==> config.mk <==
export PLATFORM = sky130hd
export DESIGN_NAME = alu_mc
export DESIGN_NICKNAME = d
export VERILOG_FILES = /design/src/rtl/alu_mc.sv
export SDC_FILE = /design/constraint.sdc
export NUM_CORES = 1
export LEC_CHECK = 0
export CAP_MARGIN = 5
export CELL_PAD_IN_SITES_DETAIL_PLACEMENT = 1
export CELL_PAD_IN_SITES_GLOBAL_PLACEMENT = 1
export CORE_MARGIN = 2
export CORE_UTILIZATION = 43
export CTS_BUF_LIST = sky130_fd_sc_hd__clkbuf_2 sky130_fd_sc_hd__clkbuf_4 sky130_fd_sc_hd__clkbuf_8
export DETAILED_ROUTE_END_ITERATION = 10
export GPL_ROUTABILITY_DRIVEN = 1
export PLACE_DENSITY_LB_ADDON = 0.1
export SLEW_MARGIN = 20
export SYNTH_ARGS = -nofsm -noshare
export SYNTH_HDL_FRONTEND = slang
export SYNTH_SLANG_ARGS = --single-unit
==> constraint.sdc <==
create_clock -name clk -period 4.76 [get_ports clk]
set_input_delay 0.952 -clock clk [delete_from_list [all_inputs] [get_ports clk]]
set_output_delay 0.952 -clock clk [all_outputs]
set_load 0.03 [all_outputs]
==> src/rtl/alu_mc.sv <==
// alu_mc - multi-cycle ALU for the EX stage.
//
// Single-cycle ops (add/sub/logic/compare/shifts) complete on the cycle after
// accept. mul/mulhu use shift-add and divu/remu use restoring division, one
// bit per cycle, so they complete XLEN+1 cycles after accept. The hazard unit
// stalls the pipeline while in_ready is low.
//
// Optional feature: define ALU_SIGNED_MD_EN to enable signed div (1110) and
// rem (1111). Without it those opcodes act as illegal (result 0, one cycle).
//
// Ports:
//   clk, reset        clock, synchronous active-high reset
//   in_valid/in_ready request handshake (accept = in_valid && in_ready)
//   alucontrol, a, b  operation select and operands, latched on accept
//   flush             aborts the in-flight operation
//   out_valid         one-cycle completion pulse
//   result, zero      registered result and (result == 0), held between ops
module alu_mc #(
  parameter int XLEN = 32
) (
  input  logic            clk,
  input  logic            reset,
  input  logic            in_valid,
  output logic            in_ready,
  input  logic [3:0]      alucontrol,
  input  logic [XLEN-1:0] a,
  input  logic [XLEN-1:0] b,
  input  logic            flush,
  output logic            out_valid,
  output logic [XLEN-1:0] result,
  output logic            zero
);
  localparam int SHW = $clog2(XLEN);
  localparam int CW  = SHW + 1;

  typedef enum logic [1:0] {IDLE, BUSY, DONE} state_t;

  state_t          state, state_nx;
  logic [CW-1:0]   cnt;
  logic            accept;

  // iterative datapath: hi = partial product high / remainder,
  // lo = multiplier / dividend shifting into quotient
  logic [3:0]      op_p0;
  logic [XLEN-1:0] opa_p0, opb_p0, hi_p0, lo_p0;
  logic [XLEN-1:0] hi_nx, lo_nx, iter_res;
  logic [XLEN:0]   mul_sum, div_sh, div_trial;

  logic signed [XLEN-1:0] sa, sb;
  logic [SHW-1:0]  shamt;
  logic [XLEN-1:0] fast_res, ld_a, ld_b;
  logic            is_iter;

`ifdef ALU_SIGNED_MD_EN
  logic            ld_neg_q, ld_neg_r, neg_q_p0, neg_r_p0;
  logic            overflow;

  function automatic logic [XLEN-1:0] mag(input logic [XLEN-1:0] v);
    return v[XLEN-1] ? ({XLEN{1'b0}} - v) : v;
  endfunction

  function automatic logic [XLEN-1:0] sign_fix(input logic [XLEN-1:0] v, input logic neg);
    return neg ? ({XLEN{1'b0}} - v) : v;
  endfunction

  assign overflow = (a == {1'b1, {(XLEN-1){1'b0}}}) && (b == {XLEN{1'b1}});
`endif

  assign sa       = a;
  assign sb       = b;
  assign shamt    = b[SHW-1:0];
  assign in_ready = ((state == IDLE) || (state == DONE)) && !flush;
  assign accept   = in_valid && in_ready;
  assign out_valid = (state == DONE);

  // decode: single-cycle result, or operands to load into the iterative engine
  always_comb begin
    fast_res = '0;
    is_iter  = 1'b0;
    ld_a     = a;
    ld_b     = b;
`ifdef ALU_SIGNED_MD_EN
    ld_neg_q = 1'b0;
    ld_neg_r = 1'b0;
`endif
    case (alucontrol)
      4'b0000: fast_res = a + b;
      4'b0001: fast_res = a - b;
      4'b0010: fast_res = a & b;
      4'b0011: fast_res = a | b;
      4'b0100: fast_res = a ^ b;
      4'b0101: fast_res = {{(XLEN-1){1'b0}}, (sa < sb)};
      4'b0110: fast_res = a << shamt;
      4'b0111: fast_res = a >> shamt;
      4'b1000: fast_res = sa >>> shamt;
      4'b1001: fast_res = {{(XLEN-1){1'b0}}, (a < b)};
      4'b1010, 4'b1011: is_iter = 1'b1;
      4'b1100: if (b == '0) fast_res = '1; else is_iter = 1'b1;
      4'b1101: if (b == '0) fast_res = a;  else is_iter = 1'b1;
`ifdef ALU_SIGNED_MD_EN
      4'b1110, 4'b1111: begin
        if (b == '0)
          fast_res = alucontrol[0] ? a : '1;
        else if (overflow)
          fast_res = alucontrol[0] ? '0 : a;
        else begin
          is_iter  = 1'b1;
          ld_a     = mag(a);
          ld_b     = mag(b);
          ld_neg_q = a[XLEN-1] ^ b[XLEN-1];
          ld_neg_r = a[XLEN-1];
        end
      end
`endif
      default: fast_res = '0;
    endcase
  end

  // one iteration step of shift-add multiply or restoring divide
  always_comb begin
    mul_sum   = {1'b0, hi_p0} + {1'b0, (lo_p0[0] ? opa_p0 : {XLEN{1'b0}})};
    div_sh    = {hi_p0, lo_p0[XLEN-1]};
    div_trial = div_sh - {1'b0, opb_p0};
    if (op_p0[3:1] == 3'b101) begin
      hi_nx = mul_sum[XLEN:1];
      lo_nx = {mul_sum[0], lo_p0[XLEN-1:1]};
    end else if (!div_trial[XLEN]) begin
      hi_nx = div_trial[XLEN-1:0];
      lo_nx = {lo_p0[XLEN-2:0], 1'b1};
    end else begin
      hi_nx = div_sh[XLEN-1:0];
      lo_nx = {lo_p0[XLEN-2:0], 1'b0};
    end
`ifdef ALU_SIGNED_MD_EN
    iter_res = op_p0[0] ? sign_fix(hi_nx, neg_r_p0) : sign_fix(lo_nx, neg_q_p0);
`else
    iter_res = op_p0[0] ? hi_nx : lo_nx;
`endif
  end

  always_comb begin
    state_nx = state;
    case (state)
      IDLE, DONE: begin
        if (accept) state_nx = is_iter ? BUSY : DONE;
        else        state_nx = IDLE;
      end
      BUSY:    if (cnt == CW'(1)) state_nx = DONE;
      default: state_nx = IDLE;
    endcase
    if (flush) state_nx = IDLE;
  end

  // control and registered outputs
  always_ff @(posedge clk) begin
    if (reset) begin
      state  <= IDLE;
      cnt    <= '0;
      result <= '0;
      zero   <= 1'b1;
    end else begin
      state <= state_nx;
      if (flush)                  cnt <= '0;
      else if (accept && is_iter) cnt <= CW'(XLEN);
      else if (state == BUSY)     cnt <= cnt - CW'(1);
      if (!flush) begin
        if (accept && !is_iter) begin
          result <= fast_res;
          zero   <= (fast_res == '0);
        end else if ((state == BUSY) && (cnt == CW'(1))) begin
          result <= iter_res;
          zero   <= (iter_res == '0);
        end
      end
    end
  end

  // stage p0: operand capture on accept, then one step per BUSY cycle
  always_ff @(posedge clk) begin
    if (accept) begin
      op_p0  <= alucontrol;
      opa_p0 <= ld_a;
      opb_p0 <= ld_b;
      hi_p0  <= '0;
      lo_p0  <= (alucontrol[3:1] == 3'b101) ? b : ld_a;
`ifdef ALU_SIGNED_MD_EN
      neg_q_p0 <= ld_neg_q;
      neg_r_p0 <= ld_neg_r;
`endif
    end else if (state == BUSY) begin
      hi_p0 <= hi_nx;
      lo_p0 <= lo_nx;
    end
  end

endmodule

==> impl_metrics.yaml, run 1 <==
run_status:
  status: "finished, violations left"
  failed_checks: "negative setup slack"
cts:
  cts.sinks: 173
  clk_latency_ns: 0.52
  htreeDepth: 4
  cts_tree: "built"
  clock_tree.root_cell: "clkbuf_8"
  cts_buffer_depth: 2
  clk_pin_slew_worst_paths_ns: 0.11
  cts-buffers-inserted: 17
  ctsHoldBuffers: 0
pwr:
  switching_share_pct: 40.9
  power.share.clock_pct: 21.7
  peakVddDrop_uv: 156
  p_sw_mw: 2.22
  p_int_mw: 3.21
  powerDensity_nw_per_um2: 191
  p_comb_share_pct: 47.1
  p_leak_nw: 12.2
  seqPwrFrac_pct: 31.1
floorplanning:
  die_y_um: 230
  die_x_um: 230
  io_pins: 107
  start_util_pct: 43.7
  core_um2: 50400
  die_area_um2: 53000
  rows: 82
finish:
  final_area_um2: 28500
  stdcell_count: 4084
  nNetsFinal: 3643
  drive_gt1_share_pct: 22.6
  area_growth_pct: 29.5
placed_design:
  dp_cells: 4042
  dp_slack_ns: -0.675
  gp_congestion: 1.09
  placed_cell_area_um2: 27700
  port_buffers: 106
  hpwl_um: 99600
synth:
  syn_area_um2: 22000
  ys_ff_latch: 173
  ys.flop_type: "edfxtp_1"
  yosysUniqueCellTypes: 92
  synth_edf_count: 100
  synth_cells: 2915
  synth_area_leader_cell: "edfxtp_1"
  yosysSeqAreaShare_pct: 20.3
  synth_warnings: 0
  yosysTopAreaCellShare_pct: 13.7
  synthTopCellsByArea: "edfxtp_1, ha_1, dfxtp_1"
  synthArstFlopShare_pct: 0
  synth_area_per_cell_um2: 7.55
  syn_nets: 3161
global_route:
  grt_max_degree: 74
  grt_overflow_total: 0
  grt_pass1_vias: 28840
  grt_pass1_wl_um: 186000
  antenna_found_initial: 4
  globalRouteTotalUtil_pct: 46.5
sta:
  slew_headroom_pct: 23.3
  fin_tns_setup_ns: -0.0576
  fin_hold_ws_ns: 0.471
  slew_violations: 0
  hold_viol: 0
  finalCriticalPeriod_ns: 4.82
  fin_crit_sh_pct: 101
  setup_viol: 1
  worst_pin_slew_ns: 1.14
  fin_worst_skew_ns: 0.0198
  fmax_ghz: 0.208
  fin_ws_ns: -0.0576
hold_path:
  hold_start: "result[11]$_SDFFE_PP0P_"
  worst_hold_path_type: "register to register"
critical_path:
  startpoint: "opb_p0[0]$_DFFE_PP_"
  worst-setup-path-type: "register to register"
  timing.rr.start: "opb_p0[0]$_DFFE_PP_"
  cp.arrival_ns: 5.27
  start_kind: "register"
  cp-end-kind: "register"
  required_ns: 5.21
  critPathMaxFanout: 5
route:
  drtIter0Drc: 3677
  vias_per_cell: 6.88
  postRouteWirelength_um: 127000
  post_drt_wl_per_cell_um: 31.2
  drc: 0
  vias: 28094
  final_antenna_net_count: 0
  firstDrtPassIters: 6
job:
  maxCapViolations: 0
## layout make-up
| type | count | area, µm² |
|---|---|---|
| Tap cell | 672 | 841 |
| Sequential cell | 173 | 4460 |
| Inverter | 150 | 563 |
| Antenna cell | 2 | 5.00 |
| Timing Repair Buffer | 689 | 5780 |
| Fill cell | 6176 | 21900 |
| Clock buffer | 19 | 244 |
| Multi-Input combinational cell | 2366 | 16400 |
| Clock inverter | 13 | 176 |
## sequential cells by signal, indices dropped and copies added (netlist names)
signal and flops:
lo_p0 32, zero 1, hi_p0 32, cnt 6, opb_p0 32, state 2
result 32, opa_p0 32, op_p0 4
## cell usage in the layout, fill, tap and decap left out, types with 47 or more instances in the layout
cell type        netlist  layout
inv_1                143     143
a31oi_1               55      55
buf_4                  1     556
o21ai_0              148     141
a21oi_1              263     259
edfxtp_1             100     100
o211ai_1              60      60
ha_1                 170     163
nor2_1               324     322
nor3_1                75      68
clkdlybuf4s50_1        0     100
a211oi_1              82      80
nand2_1              283     281
nand3_1               69      69
dfxtp_1               73      73
xnor2_1               48      47
mux2i_1              114     112
## Yosys cell counts, drive strengths merged (22+ instances only)
| master | count |
|---|---|
| a211oi | 82 |
| nand4 | 29 |
| and2 | 44 |
| a21oi | 265 |
| dfxtp | 73 |
| xnor2 | 49 |
| o22ai | 27 |
| nor3 | 77 |
| mux2i | 114 |
| xor2 | 27 |
| inv | 144 |
| mux2 | 26 |
| nand3 | 69 |
| mux4 | 35 |
| a31oi | 55 |
| clkbuf | 168 |
| nand2 | 283 |
| o211ai | 60 |
| nor4 | 31 |
| edfxtp | 100 |
| a2111oi | 22 |
| nor2 | 324 |
| o21ai | 153 |
| a21o | 43 |
| ha | 170 |
| a221oi | 27 |
| buf | 58 |
## routing by layer
metal | up-vias | track usage [%] | part of all wire [%]
li1 | 11846 | - | -
met1 | 13781 | 56.6 | 38
met2 | 1911 | 75.2 | 45
met3 | 552 | 7.59 | 9.3
met4 | 4 | 32.3 | 8.2
met5 | - | 0 | 0.020
## through the flow
step                util [%]  power, mW
global route            56.6       5.56
detailed placement      55.1       4.10
global placement        55.1       4.03
floorplan                  -       2.86
CTS                     56.0       5.26
finish                  56.6       5.43
## cells by family (layout without fill, tap and decap cells)
logic type / after synthesis / in the layout / synth area share (%)
other: 0 / 2 / 0
AND/OR/NAND/NOR: 974 / 974 / 20.4
AO/OA/AOI/OAI: 967 / 967 / 29.5
multiplexers: 175 / 175 / 10.1
flip-flops: 173 / 173 / 20.3
XOR/XNOR: 76 / 76 / 3.11
adder cells (fa/ha/maj): 174 / 174 / 10.0
buffers and inverters: 376 / 871 / 6.57
## repair_timing
item,CTS,global route
pin swaps,2,15
setup buffers,3,6
endpoints found under the setup margin,1,6
resized for setup,9,53
## path summary, 6_finish.rpt
path / end / slack [ns] / depth (start not counted)
setup / recovery: zero$_SDFFE_PP1P_ / -0.06 / 20
setup reg to reg: zero$_SDFFE_PP1P_ / -0.06 / 20
hold / removal: result[11]$_SDFFE_PP0P_ / 0.47 / 2
hold reg to reg: result[11]$_SDFFE_PP0P_ / 0.47 / 2
## power groups by stage
stage          combinational (mW)  clock [mW]  sequential (mW)
2_1_floorplan                1.14           0             1.72
3_5_place_dp                 2.38           0             1.72
5_1_grt                      2.65        1.21             1.69
6_report                     2.56        1.18             1.69
4_1_cts                      2.41        1.16             1.69
3_3_place_gp                 2.32           0             1.71
## critical path, stage by stage, from the launching register on
cell and delay, ns:
edfxtp_1 0.43, ha_2 0.28, fa_2 0.40, nand2b_1 0.21
a21oi_2 0.25, o21bai_2 0.13, a21oi_2 0.12, buf_4 0.16
a311oi_4 0.08, buf_4 0.18, buf_4 0.16, xnor2_2 0.38
buf_4 0.23, o211ai_1 0.16, a31oi_1 0.42, buf_4 0.20
nand4_1 0.14, nor4_2 0.31, buf_4 0.18, nand4_1 0.13
a31oi_1 0.20
No activity file was read; power rests on OpenSTA's default activity.
==> run 2, diff against run 1 <==
Settings changed: CAP_MARGIN 5 to not set.
==> results of run 2 <==
The final DEF is identical to that of run 1; final timing and power are the same.
